`src/rtl/piso_serializer.sv`:
```
// Parallel-in/serial-out stage: accepts a WIDTH-bit word on a valid/ready handshake
// and emits one bit per clock with an enable strobe. Define PISO_PARITY_EN to append an even-parity bit.
module piso_serializer #(
  parameter int unsigned WIDTH     = 8,
  parameter bit          MSB_FIRST = 1'b1
) (
  input  logic             clk,
  input  logic             reset,
  input  logic             load_valid,
  output logic             load_ready,
  input  logic [WIDTH-1:0] load_data,
  output logic             ser_dout,
  output logic             ser_en,
  output logic             busy,
  output logic             done
);

  localparam int unsigned CW = $clog2(WIDTH + 2);
`ifdef PISO_PARITY_EN
  localparam int unsigned TERM = WIDTH + 1;
`else
  localparam int unsigned TERM = WIDTH;
`endif

  typedef enum logic {
    IDLE  = 1'b0,
    SHIFT = 1'b1
  } state_t;

  state_t           r_state;
  logic [WIDTH-1:0] r_shift;
  logic [CW-1:0]    r_cnt;
  logic             r_dout;
  logic             r_en;
  logic             r_busy;
  logic             r_done;
`ifdef PISO_PARITY_EN
  logic             r_parity;
`endif

  logic             w_first_bit;
  logic             w_next_bit;
  logic [WIDTH-1:0] w_load_shift;
  logic [WIDTH-1:0] w_shifted;

  // The shift register always holds the not-yet-sent bits at the outgoing end.
  assign w_first_bit  = MSB_FIRST ? load_data[WIDTH-1] : load_data[0];
  assign w_next_bit   = MSB_FIRST ? r_shift[WIDTH-1]   : r_shift[0];
  assign w_load_shift = MSB_FIRST ? {load_data[WIDTH-2:0], 1'b0} : {1'b0, load_data[WIDTH-1:1]};
  assign w_shifted    = MSB_FIRST ? {r_shift[WIDTH-2:0], 1'b0}   : {1'b0, r_shift[WIDTH-1:1]};

  assign load_ready = (r_state == IDLE);
  assign ser_dout   = r_dout;
  assign ser_en     = r_en;
  assign busy       = r_busy;
  assign done       = r_done;

  always_ff @(posedge clk or posedge reset) begin
    if (reset) begin
      r_state  <= IDLE;
      r_shift  <= '0;
      r_cnt    <= '0;
      r_dout   <= 1'b0;
      r_en     <= 1'b0;
      r_busy   <= 1'b0;
      r_done   <= 1'b0;
`ifdef PISO_PARITY_EN
      r_parity <= 1'b0;
`endif
    end else begin
      r_done <= 1'b0;
      case (r_state)
        IDLE: begin
          if (load_valid) begin
            r_shift  <= w_load_shift;
            r_dout   <= w_first_bit;
            r_en     <= 1'b1;
            r_busy   <= 1'b1;
            r_cnt    <= CW'(1);
            r_state  <= SHIFT;
`ifdef PISO_PARITY_EN
            r_parity <= ^load_data;
`endif
          end
        end
        SHIFT: begin
          if (r_cnt == CW'(TERM)) begin
            r_dout  <= 1'b0;
            r_en    <= 1'b0;
            r_busy  <= 1'b0;
            r_done  <= 1'b1;
            r_state <= IDLE;
`ifdef PISO_PARITY_EN
          end else if (r_cnt == CW'(WIDTH)) begin
            r_dout <= r_parity;
            r_cnt  <= r_cnt + CW'(1);
`endif
          end else begin
            r_dout  <= w_next_bit;
            r_shift <= w_shifted;
            r_cnt   <= r_cnt + CW'(1);
          end
        end
        default: r_state <= IDLE;
      endcase
    end
  end

endmodule
```
`config.mk`:
```
export PLATFORM = sky130hd
export DESIGN_NAME = piso_serializer
export DESIGN_NICKNAME = d
export VERILOG_FILES = /design/src/rtl/piso_serializer.sv
export SDC_FILE = /design/constraint.sdc
export NUM_CORES = 1
export LEC_CHECK = 0
export ABC_AREA = 1
export CORE_MARGIN = 4
export CORE_UTILIZATION = 45
export DETAILED_ROUTE_END_ITERATION = 8
export GPL_TIMING_DRIVEN = 0
export PLACE_DENSITY_LB_ADDON = 0.15
export SLEW_MARGIN = 10
export SYNTH_ARGS = -nofsm -noshare
export SYNTH_HDL_FRONTEND = slang
export SYNTH_SLANG_ARGS = --single-unit
```
`constraint.sdc`:
```
create_clock -name clk -period 3.1 [get_ports clk]
set_clock_uncertainty 0.15 [all_clocks]
set_input_delay 0.62 -clock clk [delete_from_list [all_inputs] [get_ports clk]]
set_output_delay 0.62 -clock clk [all_outputs]
set_load 0.005 [all_outputs]
```
# Word-level counts from Yosys, hierarchy flattened
# Cells that the tools add are included.
# totals
reg_bits	16
input_bits	11
# op_classes
n_reduce_logical	2
n_eq_ne	4
add_sub_neg	1
n_bitwise	1
muxes	17
# op_table
op	count
$mux 8	2
$pmux 8 s2	1
$mux 1	8
$mux 4	2
$pmux 4 s2	1
$pmux 1 s2	3
$add 4x1->4 const B	1
$eq 4x4->1 const B	1
$ne 2x2->1 const B	2
$reduce_and 2->1	2
$ne 2x1->1 const B	1
$not 1->1	1

# Depth between registers and ports, before layout
# logic_depth
depth_word	3
depth_mapped	7
mapped_depth_nobuf	7

# Worst setup path after synthesis
# No wires, ideal clock.
# synth_timing
path_kind	reg-to-output
start	reg r_state
end	out load_ready
t_required_ns	2.330
arrival_time_ns	0.705
slack_ns	1.625
path_stages_with_launch	4
cell_sequence	dfrtp_1 -> buf_6 -> inv_1 -> buf_4
# synth_via
elab_chain_len	1
# synth_rtl
element	line	text
start: declaration	30	state_t r_state;
start signal: assignment	60	r_state <= IDLE;
start signal: assignment	80	r_state <= SHIFT;
start signal: assignment	92	r_state <= IDLE;
$not 1->1	--	
end: declaration	10	output logic load_ready,
# Every way passes these cells.

# Worst setup path in the final report
# Ends and elaborated chain as after synthesis.

==> impl_metrics.toml <==
[power]
p_leak_nw = 0.538
p_seq_share_pct = 38.7
power.density_mw_per_mm2 = 883
clock_power_share_pct = 12.5
p_int_mw = 0.522
combPwrFrac_pct = 48.8
max-vdd-ir-drop_mv = 0.492
switching_power_mw = 0.363
switching_share_pct = 41.0

[worst_setup_path]
crit_arrival_ns = 1.59
worstPathMaxFanout = 10
critPathRequiredTime_ns = 2.33
worst_setup_path_end_kind = "output port"
cp-start-kind = "flip-flop"
path_class = "flip-flop to output port"

[floorplan]
row_count = 14
boundaryPins = 16
start_util_pct = 49.8
die_h_um = 50.0
dieArea_mm2 = 0.00250
fp.dieW_um = 50.0
coreArea_mm2 = 0.00159

[route]
num_vias = 702
ant_nets = 0
drt-total-wl_um = 1620
via_per_inst = 4.78
wl_per_cell_um = 11.0
detail_route.iter0.violations = 10
drc_errors = 0
drt_pass1_iterations = 4

[global_routing]
grtUsageTotal_pct = 15.5
grt_pass1_wl_um = 3000
grt.overflow.total = 0
grt_max_degree = 16
grt_antenna_before_repair = 0
grt_pass1_vias = 682

[clocking]
cts_root_buf = "clkbuf_4"
cts_hold_buf = 0
cts_buffers = 3
tritoncts = "built"
post_cts_buffers = 0
htreeDepth = 1
worstSkewPairLatency_ns = 0.28
ctsResizeCount = 0
clk_pin_slew_ns = 0.09
cts_sinks = 15
clock_path_buffers = 2

[placement]
numPortBuffers = 15
gp_congestion = 0.776
place_hpwl_um = 1200
pre_cts_ws_ns = 1.06

[cells_and_area]
syn_to_final_growth_pct = 26.1
drive_above_1_share_pct = 11.4
insertedDiodeCount = 0
mostFrequentLayoutCells = "nand2_1, nand3_1, dfrtp_1, clkdlybuf4s50_1, inv_1"
final_common_cell = "nand2_1"
nNetsFinal = 137

[timing]
fin_crit_sh_pct = 76.0
worstMarginPinSlew_ns = 0.566
worst_slack_ns = 0.744
setup_viol = 0
finalSetupTns_ns = 0
slew-limit-headroom_pct = 62.2
slew_viol_final = 0
final.min_clock_period_ns = 2.36
fmax_mhz = 425
whs_ns = 0.361
hold_viol = 0
rsz0062_at_grt = "no"

[status]
status = "finished clean"

[synthesis]
synthTopCellsByArea = "dfrtp_1, nand2_1, nand3_1, inv_1, ha_1"
avgSynthCellArea_um2 = 7.64
ys_ff_latch = 15
synth.distinct_cells = 14
synthesis.area_um2 = 795
synthCells = 104
yosysWarnings = 0
synth_top_area_share_pct = 47.2
syn_nets = 117
yosysSeqAreaShare_pct = 47.2
yosysTopAreaCell = "dfrtp_1"

[job]
maxCapViolCount = 0

[hold_path]
hold_path_class = "flip-flop to flip-flop"
## Yosys cell counts (all sizes together)
cell type / instances
buf: 5
dfrtp: 15
ha: 2
inv: 9
nand2: 50
nand3: 16
nand4: 1
nor2: 5
o21ai: 1
## state kept, by name, summed over array words and instances, names as in the netlist
name,count
done,1
busy,1
r_shift,7
ser_dout,1
r_cnt,4
r_state,1
## worst max-delay path, cell delays in order (launching register included)
cell and delay, ns:
dfrtp_1 0.38, buf_6 0.14, inv_1 0.09, buf_4 0.18, clkdlybuf4s50_1 0.52
## through the flow
step	cells	util, %	cell area, um2	power, mW
global placement	143	61.1	975	0.767
finish	147	62.9	1000	0.885
floorplan	104	-	795	0.639
global route	147	62.9	1000	0.985
detailed placement	143	61.1	975	0.782
CTS	147	62.9	1000	0.896
## worst paths after layout
check | start | end | slack [ns] | cells after the start
setup / recovery | r_state | load_ready | 0.74 | 4
hold / removal | r_shift[7] | ser_dout | 0.36 | 2
setup reg to reg | r_cnt[0] | r_shift[3] | 1.64 | 7
hold reg to reg | r_shift[7] | ser_dout | 0.36 | 2
max in group asynchronous | reset | r_shift[2] | 1.89 | 2
min in group asynchronous | reset | done | 0.54 | 2
## kinds of logic (layout without fill, tap and decap cells)
group	Yosys count	after routing	share of synthesized area, %
flops	15	15	47.2
simple gates	72	72	39.1
compound gates	1	1	0.629
fa+ha+maj	2	2	3.15
buf+inv	14	33	9.92
## cell type report
type / instances / area (um2)
Buffer: 5 / 45.0
Clock buffer: 3 / 22.5
Clock inverter: 1 / 5.00
Fill cell: 157 / 592
Inverter: 9 / 33.8
Multi-Input combinational cell: 75 / 340
Sequential cell: 15 / 375
Tap cell: 24 / 30.0
Timing Repair Buffer: 15 / 150
## routing by layer
| metal | routed length, um | track usage, % | part of all wire (%) |
|---|---|---|---|
| met4 | 0 | 5.53 | 0 |
| met1 | 702 | 19.3 | 43 |
| met3 | 35 | 2.71 | 2.2 |
| met5 | 0 | 0 | 0 |
| met2 | 879 | 26.3 | 54 |
## power groups by stage
| stage | Clock (mW) | Sequential, mW | Combinational (mW) |
|---|---|---|---|
| after floorplan | 0 | 0.333 | 0.306 |
| final | 0.110 | 0.343 | 0.432 |
| after global placement | 0 | 0.341 | 0.426 |
| after CTS | 0.116 | 0.343 | 0.438 |
| after detailed placement | 0 | 0.347 | 0.435 |
| after global routing | 0.126 | 0.357 | 0.502 |
No activity file was read; power rests on OpenSTA's default activity.
